<file path="src/rtl/rv32e_pkg.sv">
// Shared definitions for the RV32E front end: fetch FSM states, instruction
// size, and the opcode/funct encodings used by both fetch and decode.
package rv32e_pkg;

    // Size of one instruction word in bytes; the PC advances by this amount.
    localparam int INSTR_BYTES = 4;

    // Fetch-stage control states.
    typedef enum logic [1:0] {
        FETCH = 2'd0,  // request presented to instruction memory
        WAIT  = 2'd1,  // request accepted, awaiting response
        HOLD  = 2'd2,  // instruction presented to the decoder
        FAULT = 2'd3   // misaligned redirect seen; only reset leaves
    } fetch_state_t;

    // Major opcodes (instr[6:0]).
    typedef enum logic [6:0] {
        OP_LUI    = 7'b0110111,
        OP_AUIPC  = 7'b0010111,
        OP_JAL    = 7'b1101111,
        OP_JALR   = 7'b1100111,
        OP_BRANCH = 7'b1100011,
        OP_LOAD   = 7'b0000011,
        OP_STORE  = 7'b0100011,
        OP_IMM    = 7'b0010011,
        OP_REG    = 7'b0110011,
        OP_FENCE  = 7'b0001111,
        OP_SYSTEM = 7'b1110011
    } opcode_t;

    // Branch comparison selects (funct3 of OP_BRANCH).
    typedef enum logic [2:0] {
        F3_BEQ  = 3'b000,
        F3_BNE  = 3'b001,
        F3_BLT  = 3'b100,
        F3_BGE  = 3'b101,
        F3_BLTU = 3'b110,
        F3_BGEU = 3'b111
    } branch_funct3_t;

    // ALU operation selects (funct3 of OP_IMM / OP_REG).
    typedef enum logic [2:0] {
        F3_ADD_SUB = 3'b000,
        F3_SLL     = 3'b001,
        F3_SLT     = 3'b010,
        F3_SLTU    = 3'b011,
        F3_XOR     = 3'b100,
        F3_SRL_SRA = 3'b101,
        F3_OR      = 3'b110,
        F3_AND     = 3'b111
    } alu_funct3_t;

    // Load/store width selects (funct3 of OP_LOAD / OP_STORE).
    typedef enum logic [2:0] {
        F3_B  = 3'b000,
        F3_H  = 3'b001,
        F3_W  = 3'b010,
        F3_BU = 3'b100,
        F3_HU = 3'b101
    } mem_funct3_t;

endpackage

</file>
<file path="src/rtl/instruction_fetch.sv">
// Instruction fetch stage: owns the PC, keeps one memory request in flight,
// hands each returned word (with its PC) to the decoder, and applies
// redirects from execute. A misaligned redirect parks the stage in FAULT.
module instruction_fetch
    import rv32e_pkg::*;
#(
    parameter int               XLEN     = 32,
    parameter logic [XLEN-1:0]  RESET_PC = '0
) (
    input  logic            clk,
    input  logic            reset,
    output logic            mem_req_valid,
    input  logic            mem_req_ready,
    output logic [XLEN-1:0] mem_req_addr,
    input  logic            mem_resp_valid,
    input  logic [XLEN-1:0] mem_resp_data,
    output logic            instr_valid,
    input  logic            instr_ready,
    output logic [XLEN-1:0] instr_encoded,
    output logic [XLEN-1:0] instr_pc,
    input  logic            redirect_valid,
    input  logic [XLEN-1:0] redirect_pc,
    output logic            fetch_fault
);

    fetch_state_t    state;
    logic [XLEN-1:0] pc;
    // Set when the outstanding request belongs to a superseded PC; its
    // response must be thrown away instead of reaching the decoder.
    logic            drop;

    logic redirect_ok;
    logic redirect_bad;

    assign redirect_ok  = redirect_valid && (redirect_pc[1:0] == 2'b00);
    assign redirect_bad = redirect_valid && (redirect_pc[1:0] != 2'b00);

    // Request side decodes straight from state and PC so a request goes out
    // in the same cycle the FSM enters FETCH.
    assign mem_req_valid = (state == FETCH);
    assign mem_req_addr  = pc;

    // Fetch control, PC and decoder-facing registers.
    always_ff @(posedge clk) begin
        // NOTE: state registers use non-blocking assignments so every branch
        // below reads the pre-edge values regardless of statement order.
        if (reset) begin
            state         <= FETCH;
            pc            <= {RESET_PC[XLEN-1:2], 2'b00};
            drop          <= 1'b0;
            instr_valid   <= 1'b0;
            instr_encoded <= '0;
            instr_pc      <= '0;
            fetch_fault   <= 1'b0;
        end else if (state == FAULT) begin
            // Sticky until reset: requests stop, responses and redirects ignored.
            state <= FAULT;
        end else if (redirect_bad) begin
            fetch_fault <= 1'b1;
            instr_valid <= 1'b0;
            state       <= FAULT;
        end else begin
            case (state)
                FETCH: begin
                    if (redirect_ok) begin
                        pc <= redirect_pc;
                        // The old-address request was still accepted; its
                        // response is stale and must be discarded.
                        if (mem_req_ready) begin
                            drop  <= 1'b1;
                            state <= WAIT;
                        end
                    end else if (mem_req_ready) begin
                        state <= WAIT;
                    end
                end

                WAIT: begin
                    if (redirect_ok) begin
                        pc <= redirect_pc;
                        if (mem_resp_valid) begin
                            drop  <= 1'b0;
                            state <= FETCH;
                        end else begin
                            drop <= 1'b1;
                        end
                    end else if (mem_resp_valid) begin
                        if (drop) begin
                            drop  <= 1'b0;
                            state <= FETCH;
                        end else begin
                            instr_encoded <= mem_resp_data;
                            instr_pc      <= pc;
                            instr_valid   <= 1'b1;
                            pc            <= pc + XLEN'(INSTR_BYTES);
                            state         <= HOLD;
                        end
                    end
                end

                HOLD: begin
                    // A redirect kills the held instruction even if the
                    // decoder is taking it this cycle.
                    if (redirect_ok) begin
                        instr_valid <= 1'b0;
                        pc          <= redirect_pc;
                        state       <= FETCH;
                    end else if (instr_ready) begin
                        instr_valid <= 1'b0;
                        state       <= FETCH;
                    end
                end

                default: state <= FAULT;
            endcase
        end
    end

endmodule

</file>
<file path="config.mk">
export PLATFORM = sky130hd
export DESIGN_NAME = instruction_fetch
export DESIGN_NICKNAME = d
export VERILOG_FILES = /design/src/rtl/rv32e_pkg.sv /design/src/rtl/instruction_fetch.sv
export SDC_FILE = /design/constraint.sdc
export NUM_CORES = 1
export LEC_CHECK = 0
export BUFFER_PORTS_ARGS = -buffer_cell sky130_fd_sc_hd__buf_2
export CORE_MARGIN = 4
export CORE_UTILIZATION = 41
export DETAILED_ROUTE_END_ITERATION = 10
export PLACE_DENSITY = 0.65
export SLEW_MARGIN = 10
export SYNTH_ARGS = -nofsm -noshare
export SYNTH_HDL_FRONTEND = slang
export SYNTH_SLANG_ARGS = --single-unit
</file>
<file path="constraint.sdc">
create_clock -name clk -period 2.8 [get_ports clk]
set_clock_uncertainty 0.05 [all_clocks]
set_input_delay 0.14 -clock clk [delete_from_list [all_inputs] [get_ports clk]]
set_output_delay 0.14 -clock clk [all_outputs]
set_load 0.02 [all_outputs]
</file>
* Yosys cells after proc, flatten, opt, wreduce, memory -nomap -nowiden
Index checks and enable logic that the tools add are counted.
** Operators by class
- $add $sub $neg :: 1
- Eq/ne operators :: 15
- Multiplexer cells :: 28
- Bitwise logic cells :: 4
- Reductions and logical operators :: 15
** Operators with widths (count)
- 32-bit 2-to-1 mux :: 4
- 32-bit one-hot mux with 2 select lines :: 1
- 32-bit by 3-bit adder with 32-bit output (second input constant) :: 1
- 6-bit AND reduction :: 4
- 2-bit 2-to-1 mux :: 9
- 3-bit != test (second input constant) :: 5
- 1-bit 2-to-1 mux :: 11
- 4-bit != test (second input constant) :: 2
- 2-bit by 1-bit != test with 1-bit output (second input constant) :: 3
- 2-bit one-hot mux with 3 select lines :: 1
- 2-bit nonzero test :: 3
- 5-bit != test (second input constant) :: 1
- 2-bit equality test (second input constant) :: 2
- 2-bit logical NOT :: 2
- 4-bit by 1-bit != test with 1-bit output (second input constant) :: 1
- 1-bit inverter :: 4
- 1-bit one-hot mux with 2 select lines :: 2
- 3-bit AND reduction :: 1
- 3-bit nonzero test :: 1
- 2-bit by 1-bit equality test with 1-bit output (second input constant) :: 1
- 1-bit logical AND :: 2
- 2-bit AND reduction :: 1
- 2-bit OR reduction :: 1
** Word-level totals
- Flip-flop bits (word level) :: 101
- Logic and storage cells :: 70

* Depth between registers and ports, before layout
Gate-level depths: netlist of the first run.
- Depth after elaboration :: 6
- Mapped depth :: 9
- Depth with buffers taken out :: 7

* Worst setup path before layout of the first run
Ideal clock, no wire load.
- Path kind :: register -> register
- Start point :: register pc[2], in the netlist mem_req_addr[2]
- End point :: register pc[18], in the netlist mem_req_addr[18]
- Setup time :: 0.135 ns
- Arrival time :: 2.004 ns
- Data required time :: 2.615 ns
- Path slack :: 0.611 ns
- Stages on the path, launching flop included :: 7
- Path buffers :: 0
- Clock period less this slack :: 2.189 ns
- Path through :: dfxtp_1 ha_1 nand3_1 or4_1 or3_1 o21ai_1 a211oi_1
** On the way
- Word-level cells in the longest chain between the ends :: 5
** Ends and longest elaborated chain
- start, declared :: line instruction_fetch.sv:27 : logic [XLEN-1:0] pc;
- start signal, assigned :: line instruction_fetch.sv:49 : pc <= {RESET_PC[XLEN-1:2], 2'b00};
- start signal, assigned :: line instruction_fetch.sv:66 : pc <= redirect_pc;
- start signal, assigned :: line instruction_fetch.sv:80 : pc <= redirect_pc;
- 32-bit by 3-bit adder with 32-bit output :: line instruction_fetch.sv:95 : pc <= pc + XLEN'(INSTR_BYTES);
- 32-bit 2-to-1 mux :: line instruction_fetch.sv:88 : if (drop) begin
- 32-bit 2-to-1 mux :: line instruction_fetch.sv:87 : end else if (mem_resp_valid) begin
- 32-bit 2-to-1 mux :: line instruction_fetch.sv:79 : if (redirect_ok) begin
- 32-bit one-hot mux with 2 select lines :: line instruction_fetch.sv:63 : case (state)
Every way passes these cells. The select of a mux whose other input is x is not followed.
A chain may end at the register's enable or synchronous reset.

* Final worst setup path of the first run
- Start point :: register state[0]
- End point :: register pc[20], in the netlist mem_req_addr[20]
** On the way
- Word-level cells in the longest chain between the ends :: 4
- Elaborated cells between the ends (all ways) :: 12
** Ends and longest elaborated chain
- start, declared :: line instruction_fetch.sv:26 : fetch_state_t state;
- start signal, assigned :: line instruction_fetch.sv:48 : state <= FETCH;
- start signal, assigned :: line instruction_fetch.sv:57 : state <= FAULT;
- start signal, assigned :: line instruction_fetch.sv:61 : state <= FAULT;
- 2-bit equality test / 2-bit logical NOT (equally long branches) :: line instruction_fetch.sv:63
- 2-bit OR reduction (no source line)
- 2-bit by 1-bit != test with 1-bit output (no source line) / 2-bit nonzero test (equally long branches)
- 6-bit AND reduction (no source line)
- end signal, assigned :: line instruction_fetch.sv:66
- end signal, assigned :: line instruction_fetch.sv:80
- end signal, assigned :: line instruction_fetch.sv:95
Several ways; a longest one is shown, not always the timed one.

==> flow_metrics.env, run 1 <==
export IMPL_die_w_um=114.1
export IMPL_cp_arrival_ns=2.54
export IMPL_max_freq_ghz=0.4276
export IMPL_synth_nets=674
export IMPL_cp_startpoint="state[0]"
export IMPL_die_h_um=114.1
export IMPL_cts_repair_resized=0
export IMPL_cap_viol_max_count=0
export IMPL_post_synth_instance_area_um2=4616
export IMPL_htreeDepth=3
export IMPL_ys_async_sr_fraction_pct=0
export IMPL_hpwl_mm=10.30
export IMPL_yosysWarningCount=0
export IMPL_worstHoldPathType="primary input to register"
export IMPL_cts_tree="built"
export IMPL_drtIter0Drc=423
export IMPL_syn_to_final_growth_pct=34.70
export IMPL_hold_buffers=32
export IMPL_diodes=0
export IMPL_synth_edf_count=0
export IMPL_cp_required_ns=3.00
export IMPL_synth_cells=598
export IMPL_synth_avg_cell_area_um2=7.719
export IMPL_vias_per_cell=5.401
export IMPL_nNetsFinal=859
export IMPL_grt_ovfl_total=0
export IMPL_ant_nets=0
export IMPL_synth_main_ff_cell="dfxtp_1"
export IMPL_grt_use_total_pct=22.11
export IMPL_crit_fanout=21
export IMPL_p_sw_mw=1.535
export IMPL_finalCritPeriodShare_pct=83.52
export IMPL_routed_wl_mm=14.72
export IMPL_cts_buffers=9
export IMPL_dieArea_um2=13020
export IMPL_clk_latency_ns=0.34
export IMPL_crit_path_top_delay_cell="dfxtp_1"
export IMPL_first_pass_iters=5
export IMPL_drc=0
export IMPL_p_int_mw=2.761
export IMPL_cp_end_kind="register"
export IMPL_wire_per_inst_um=15.86
export IMPL_coreArea_um2=10940
export IMPL_ys_seq_area_share_pct=43.81
export IMPL_first_global_vias=4792
export IMPL_maxSlewHeadroom_pct=59.76
export IMPL_grt_pass1_wl_mm=23.45
export IMPL_rsz0062_at_grt="false"
export IMPL_num_vias=5012
export IMPL_drv_slew=0
export IMPL_finalNonFillerCells=928
export IMPL_port_buffers=168
export IMPL_pwr_share_clk_pct=30.1
export IMPL_ir_drop_uv=291.2
export IMPL_drive_gt1_share_pct=27.03
export IMPL_finalHoldViolCount=0
export IMPL_ios=169
export IMPL_setup_viol=0
export IMPL_final_util_pct=56.85
export IMPL_swShare_pct=35.73
export IMPL_grt_max_degree=56
export IMPL_post_dp_cell_area_um2=5589
export IMPL_hp_start="redirect_pc[3]"
export IMPL_cts_setup_buffers=0
export IMPL_reg2reg_from="state[0]"
export IMPL_power_density_nw_per_um2=691.0
export IMPL_final_area_um2=6217
export IMPL_root_buffer="clkbuf_16"
export IMPL_p_seq_share_pct=41.0
export IMPL_power_frac_comb_pct=28.9
export IMPL_antenna_found_initial=0
export IMPL_path_class="register to register"
export IMPL_worst_slew_pin_transition_ns=0.6035
export IMPL_clockBufferDepth=2
export IMPL_cts_sinks=101
export IMPL_rows=38
export IMPL_place_gp_congestion=0.8841
export IMPL_synth_seq_cells=101
export IMPL_crit_chain="inv_1 -> ha_1 -> nor2_1 -> o211a_1 -> or2_1 -> buf_4 -> a21oi_1 -> a211oi_1"
export IMPL_status="complete, no violations"
export IMPL_fin_crit_ns=2.339
export IMPL_p_leak_nw=2.634
export IMPL_start_util_pct=42.21
export IMPL_path_clk_slew_ns=0.07
export IMPL_yosysUniqueCellTypes=61
export IMPL_max_stage_delay_ns=0.42
export IMPL_setup_tns_ns=0
export IMPL_dp_cells=880
export IMPL_crit_path_start_kind="register"
==> layout by cell type (no fill, tap or decap), types with 15 or more instances in the layout <==
cell type / synthesis / final
nand3_1: 18 / 17
nor3_1: 18 / 18
nand2_1: 154 / 154
a21oi_1: 89 / 89
dfxtp_1: 101 / 101
buf_2: 11 / 167
buf_4: 1 / 15
dlygate4sd3_1: 0 / 32
o21ai_0: 18 / 18
nor2_1: 27 / 26
==> Yosys cell counts (all sizes together) (2+ instances only) <==
| cell | n | share of area (%) |
|---|---|---|
| nand2 | 154 | 13 |
| dfxtp | 101 | 44 |
| a21oi | 89 | 9.7 |
| nor2 | 28 | 2.3 |
| o21ai | 28 | 3.0 |
| clkbuf | 24 | 2.0 |
| nor3 | 20 | 2.5 |
| nand3 | 19 | 2.2 |
| buf | 17 | 1.9 |
| a211oi | 9 | 1.6 |
| and3 | 8 | 1.1 |
| nand4 | 8 | 1.4 |
| inv | 7 | 0.57 |
| o21a | 7 | 1.1 |
| ha | 6 | 1.6 |
| nand2b | 5 | 0.68 |
| o22ai | 5 | 0.68 |
| or4 | 5 | 0.89 |
| and2 | 4 | 0.54 |
| nor2b | 4 | 0.54 |
| nor4 | 4 | 1.0 |
| or3 | 4 | 0.54 |
| a2111oi | 3 | 0.62 |
| a21o | 3 | 0.49 |
| a31oi | 3 | 0.41 |
| and4 | 3 | 0.57 |
| mux2i | 3 | 0.65 |
| o32ai | 3 | 0.57 |
| or2 | 3 | 0.41 |
| a311oi | 2 | 0.38 |
| o211a | 2 | 0.43 |
| o311ai | 2 | 0.38 |
| o31a | 2 | 0.38 |
| o31ai | 2 | 0.33 |
==> worst max-delay path, delay by kind of cell (launching register included) <==
family                   cells  cell delay [ns]
AND/OR/NAND/NOR              2             0.49
adder cells (fa/ha/maj)      1             0.29
AO/OA/AOI/OAI                3             0.55
flip-flops                   1             0.42
buffers and inverters        2             0.44
==> flip-flops by register name, summed over array words and instances, names as in the netlist <==
name / count
instr_encoded: 32
fetch_fault: 1
drop: 1
instr_pc: 32
mem_req_addr: 32
instr_valid: 1
state: 2
==> stage by stage <==
stage,worst slack (ns),power [mW],hold slack (ns)
final,0.4614,4.296,0.02409
after CTS,0.4846,4.311,0.02087
after detailed placement,0.5273,2.984,0.3351
after floorplan,0.6107,2.578,0.2260
after global routing,0.3018,4.521,0.02865
after global placement,0.6166,2.959,0.3301
==> cells by family (layout without fill, tap and decap cells) <==
| family | count (synthesis) | after routing | synth area share, % |
|---|---|---|---|
| buf+inv | 48 | 238 | 4.446 |
| flops | 101 | 101 | 43.81 |
| mux | 3 | 3 | 0.6506 |
| compound gates | 166 | 166 | 21.25 |
| simple gates | 274 | 274 | 28.22 |
| fa+ha+maj | 6 | 6 | 1.626 |
==> power by group through the flow <==
stage / logic (mW) / registers, mW / clock network [mW]
detailed placement: 1.19 / 1.79 / 0
global route: 1.37 / 1.78 / 1.37
floorplan: 0.680 / 1.90 / 0
global placement: 1.18 / 1.78 / 0
finish: 1.24 / 1.76 / 1.29
CTS: 1.24 / 1.76 / 1.32
==> per-layer routing <==
metal	up-vias	GRT usage (%)	wire, um
met3	25	4.070	893
met4	0	8.393	336
met2	181	36.38	7097
met1	2341	28.88	6395
li1	2465	-	-
met5	-	0	0
==> worst paths after layout <==
kind	end	slack, ns	cells after the start
setup / recovery	mem_req_addr[20]	0.46	8
hold / removal	mem_req_addr[3]	0.02	3
setup reg to reg	mem_req_addr[20]	0.46	8
hold reg to reg	instr_encoded[12]	0.40	2
==> cell type report <==
class,count,area [um^2]
Inverter,7,26.28
Fill cell,1057,4718
Multi-Input combinational cell,449,2397
Clock buffer,10,239.0
Tap cell,140,175.2
Clock inverter,6,68.82
Sequential cell,101,2022
Timing Repair Buffer,215,1289
Note: power is estimated with default switching activity, not from simulation.
==> run 2, diff against run 1 <==
==> constraint.sdc (replaced) <==
create_clock -name clk -period 2.3 [get_ports clk]
set_clock_uncertainty 0.05 [all_clocks]
set_input_delay 0.115 -clock clk [delete_from_list [all_inputs] [get_ports clk]]
set_output_delay 0.115 -clock clk [all_outputs]
set_load 0.02 [all_outputs]
==> run 2 against run 1 <==
Effect of this change:
- cell count rose by 0.97%
- design area rose by 2.0%
- global-route usage rose by 0.21 points
- power up 26%
- routed wire length is 0.69% higher
==> flow_metrics.env, run 2 (synthesis results as in run 1) <==
export IMPL_status="complete, no violations"
export IMPL_grt_use_total_pct=22.32
export IMPL_final_cell_mix="167 x buf_2, 154 x nand2_1, 101 x dfxtp_1, 89 x a21oi_1, 34 x dlygate4sd3_1"
export IMPL_ant_nets=0
export IMPL_worstHoldPathType="primary input to register"
export IMPL_first_global_vias=4728
export IMPL_port_buffers=168
export IMPL_drtIter0Drc=383
export IMPL_path_clk_slew_ns=0.07
export IMPL_maxSlewHeadroom_pct=61.75
export IMPL_first_pass_iters=5
export IMPL_routed_wl_mm=14.82
export IMPL_coreArea_um2=10940
export IMPL_crit_fanout=17
export IMPL_cts_tree="built"
export IMPL_drv_slew=0
export IMPL_cp_required_ns=2.50
export IMPL_wire_per_inst_um=15.82
export IMPL_vias_per_cell=5.419
export IMPL_start_util_pct=42.21
export IMPL_ios=169
export IMPL_cts_setup_buffers=0
export IMPL_power_frac_comb_pct=30.2
export IMPL_htreeDepth=3
export IMPL_power_density_nw_per_um2=854.7
export IMPL_swShare_pct=35.17
export IMPL_p_sw_mw=1.906
export IMPL_fin_crit_ns=2.161
export IMPL_place_gp_congestion=0.9749
export IMPL_cts_buffers=9
export IMPL_p_seq_share_pct=39.1
export IMPL_path_class="register to register"
export IMPL_rsz0062_at_grt="false"
export IMPL_clk_latency_ns=0.35
export IMPL_crit_path_start_kind="register"
export IMPL_die_w_um=114.1
export IMPL_syn_to_final_growth_pct=37.33
export IMPL_cp_end_kind="register"
export IMPL_hpwl_mm=10.42
export IMPL_rows=38
export IMPL_finalHoldViolCount=0
export IMPL_p_int_mw=3.512
export IMPL_diodes=0
export IMPL_p_leak_nw=2.696
export IMPL_nNetsFinal=868
export IMPL_setup_viol=0
export IMPL_ir_drop_uv=405.0
export IMPL_grt_pass1_wl_mm=23.81
export IMPL_pwr_share_clk_pct=30.7
export IMPL_setup_tns_ns=0
export IMPL_drc=0
export IMPL_finalCritPeriodShare_pct=93.97
export IMPL_die_h_um=114.1
export IMPL_worst_slew_pin_transition_ns=0.5592
export IMPL_layout_commonest_cell="buf_2"
export IMPL_grt_ovfl_total=0
export IMPL_cp_arrival_ns=2.36
export IMPL_cts_sinks=101
export IMPL_final_util_pct=57.96
export IMPL_num_vias=5078
export IMPL_drive_gt1_share_pct=27.73
export IMPL_cap_viol_max_count=0
export IMPL_antenna_found_initial=0
export IMPL_max_freq_ghz=0.4627
export IMPL_root_buffer="clkbuf_16"
export IMPL_clockBufferDepth=2
export IMPL_dieArea_um2=13020
export IMPL_grt_max_degree=55
run 2: layer usage:
metal	routed length [um]	GRT usage, %	up-vias	part of all wire (%)
met5	0	0	-	0
met4	415	9.343	0	2.8
met2	7161	35.91	184	48
li1	-	-	2488	-
met1	6480	30.44	2373	44
met3	766	2.590	33	5.2
run 2: cell type report:
class / count / area (um^2)
clock buffer: 10 / 229.0
sequential: 101 / 2022
timing repair buffer: 224 / 1390
clock inverter: 6 / 93.84
multi-input combinational: 449 / 2402
inverter: 7 / 26.28
fill: 1016 / 4597
tap: 140 / 175.2
run 2: final timing paths:
kind / from / endpoint / slack (ns) / depth (start not counted)
worst min register to register: instr_pc[31] / instr_pc[31] / 0.40 / 2
worst max register to register: state[0] / mem_req_addr[16] / 0.14 / 8
worst max-delay path: state[0] / mem_req_addr[16] / 0.14 / 8
worst min-delay path: redirect_pc[8] / mem_req_addr[8] / 0.009 / 3
run 2: repair_timing:
| action | CTS | global route |
|---|---|---|
| hold endpoints to repair | 34 | 0 |
| gates resized for setup | 0 | 4 |
| endpoints found under the setup margin | 0 | 20 |
| hold buffers | 34 | 0 |
run 2: power groups by stage:
stage	Combinational, mW	Clock, mW	Sequential [mW]
floorplan	0.828	0	2.31
global placement	1.52	0	2.15
detailed placement	1.55	0	2.16
CTS	1.61	1.69	2.12
global route	1.79	1.75	2.15
finish	1.64	1.66	2.12
run 2: worst max-delay path, stage by stage (launching register included):
cell and delay [ns]:
dfxtp_1 0.42, inv_1 0.13, ha_1 0.28, nor2_1 0.15
o211a_1 0.25, or2_4 0.22, buf_4 0.24, a21oi_1 0.09
a211oi_1 0.22
run 2: through the flow:
step / power [mW] / cell area [um^2] / hold slack (ns) / instances / worst slack [ns]
detailed placement: 3.709 / 5667 / 0.3105 / 887 / 0.08383
floorplan: 3.139 / 4616 / 0.2010 / 598 / 0.1107
global placement: 3.670 / 5667 / 0.3051 / 887 / 0.2234
finish: 5.418 / 6339 / 0.009327 / 937 / 0.1386
global route: 5.691 / 6339 / 0.02995 / 937 / 0.002524
CTS: 5.413 / 6330 / 0.01375 / 937 / 0.02853
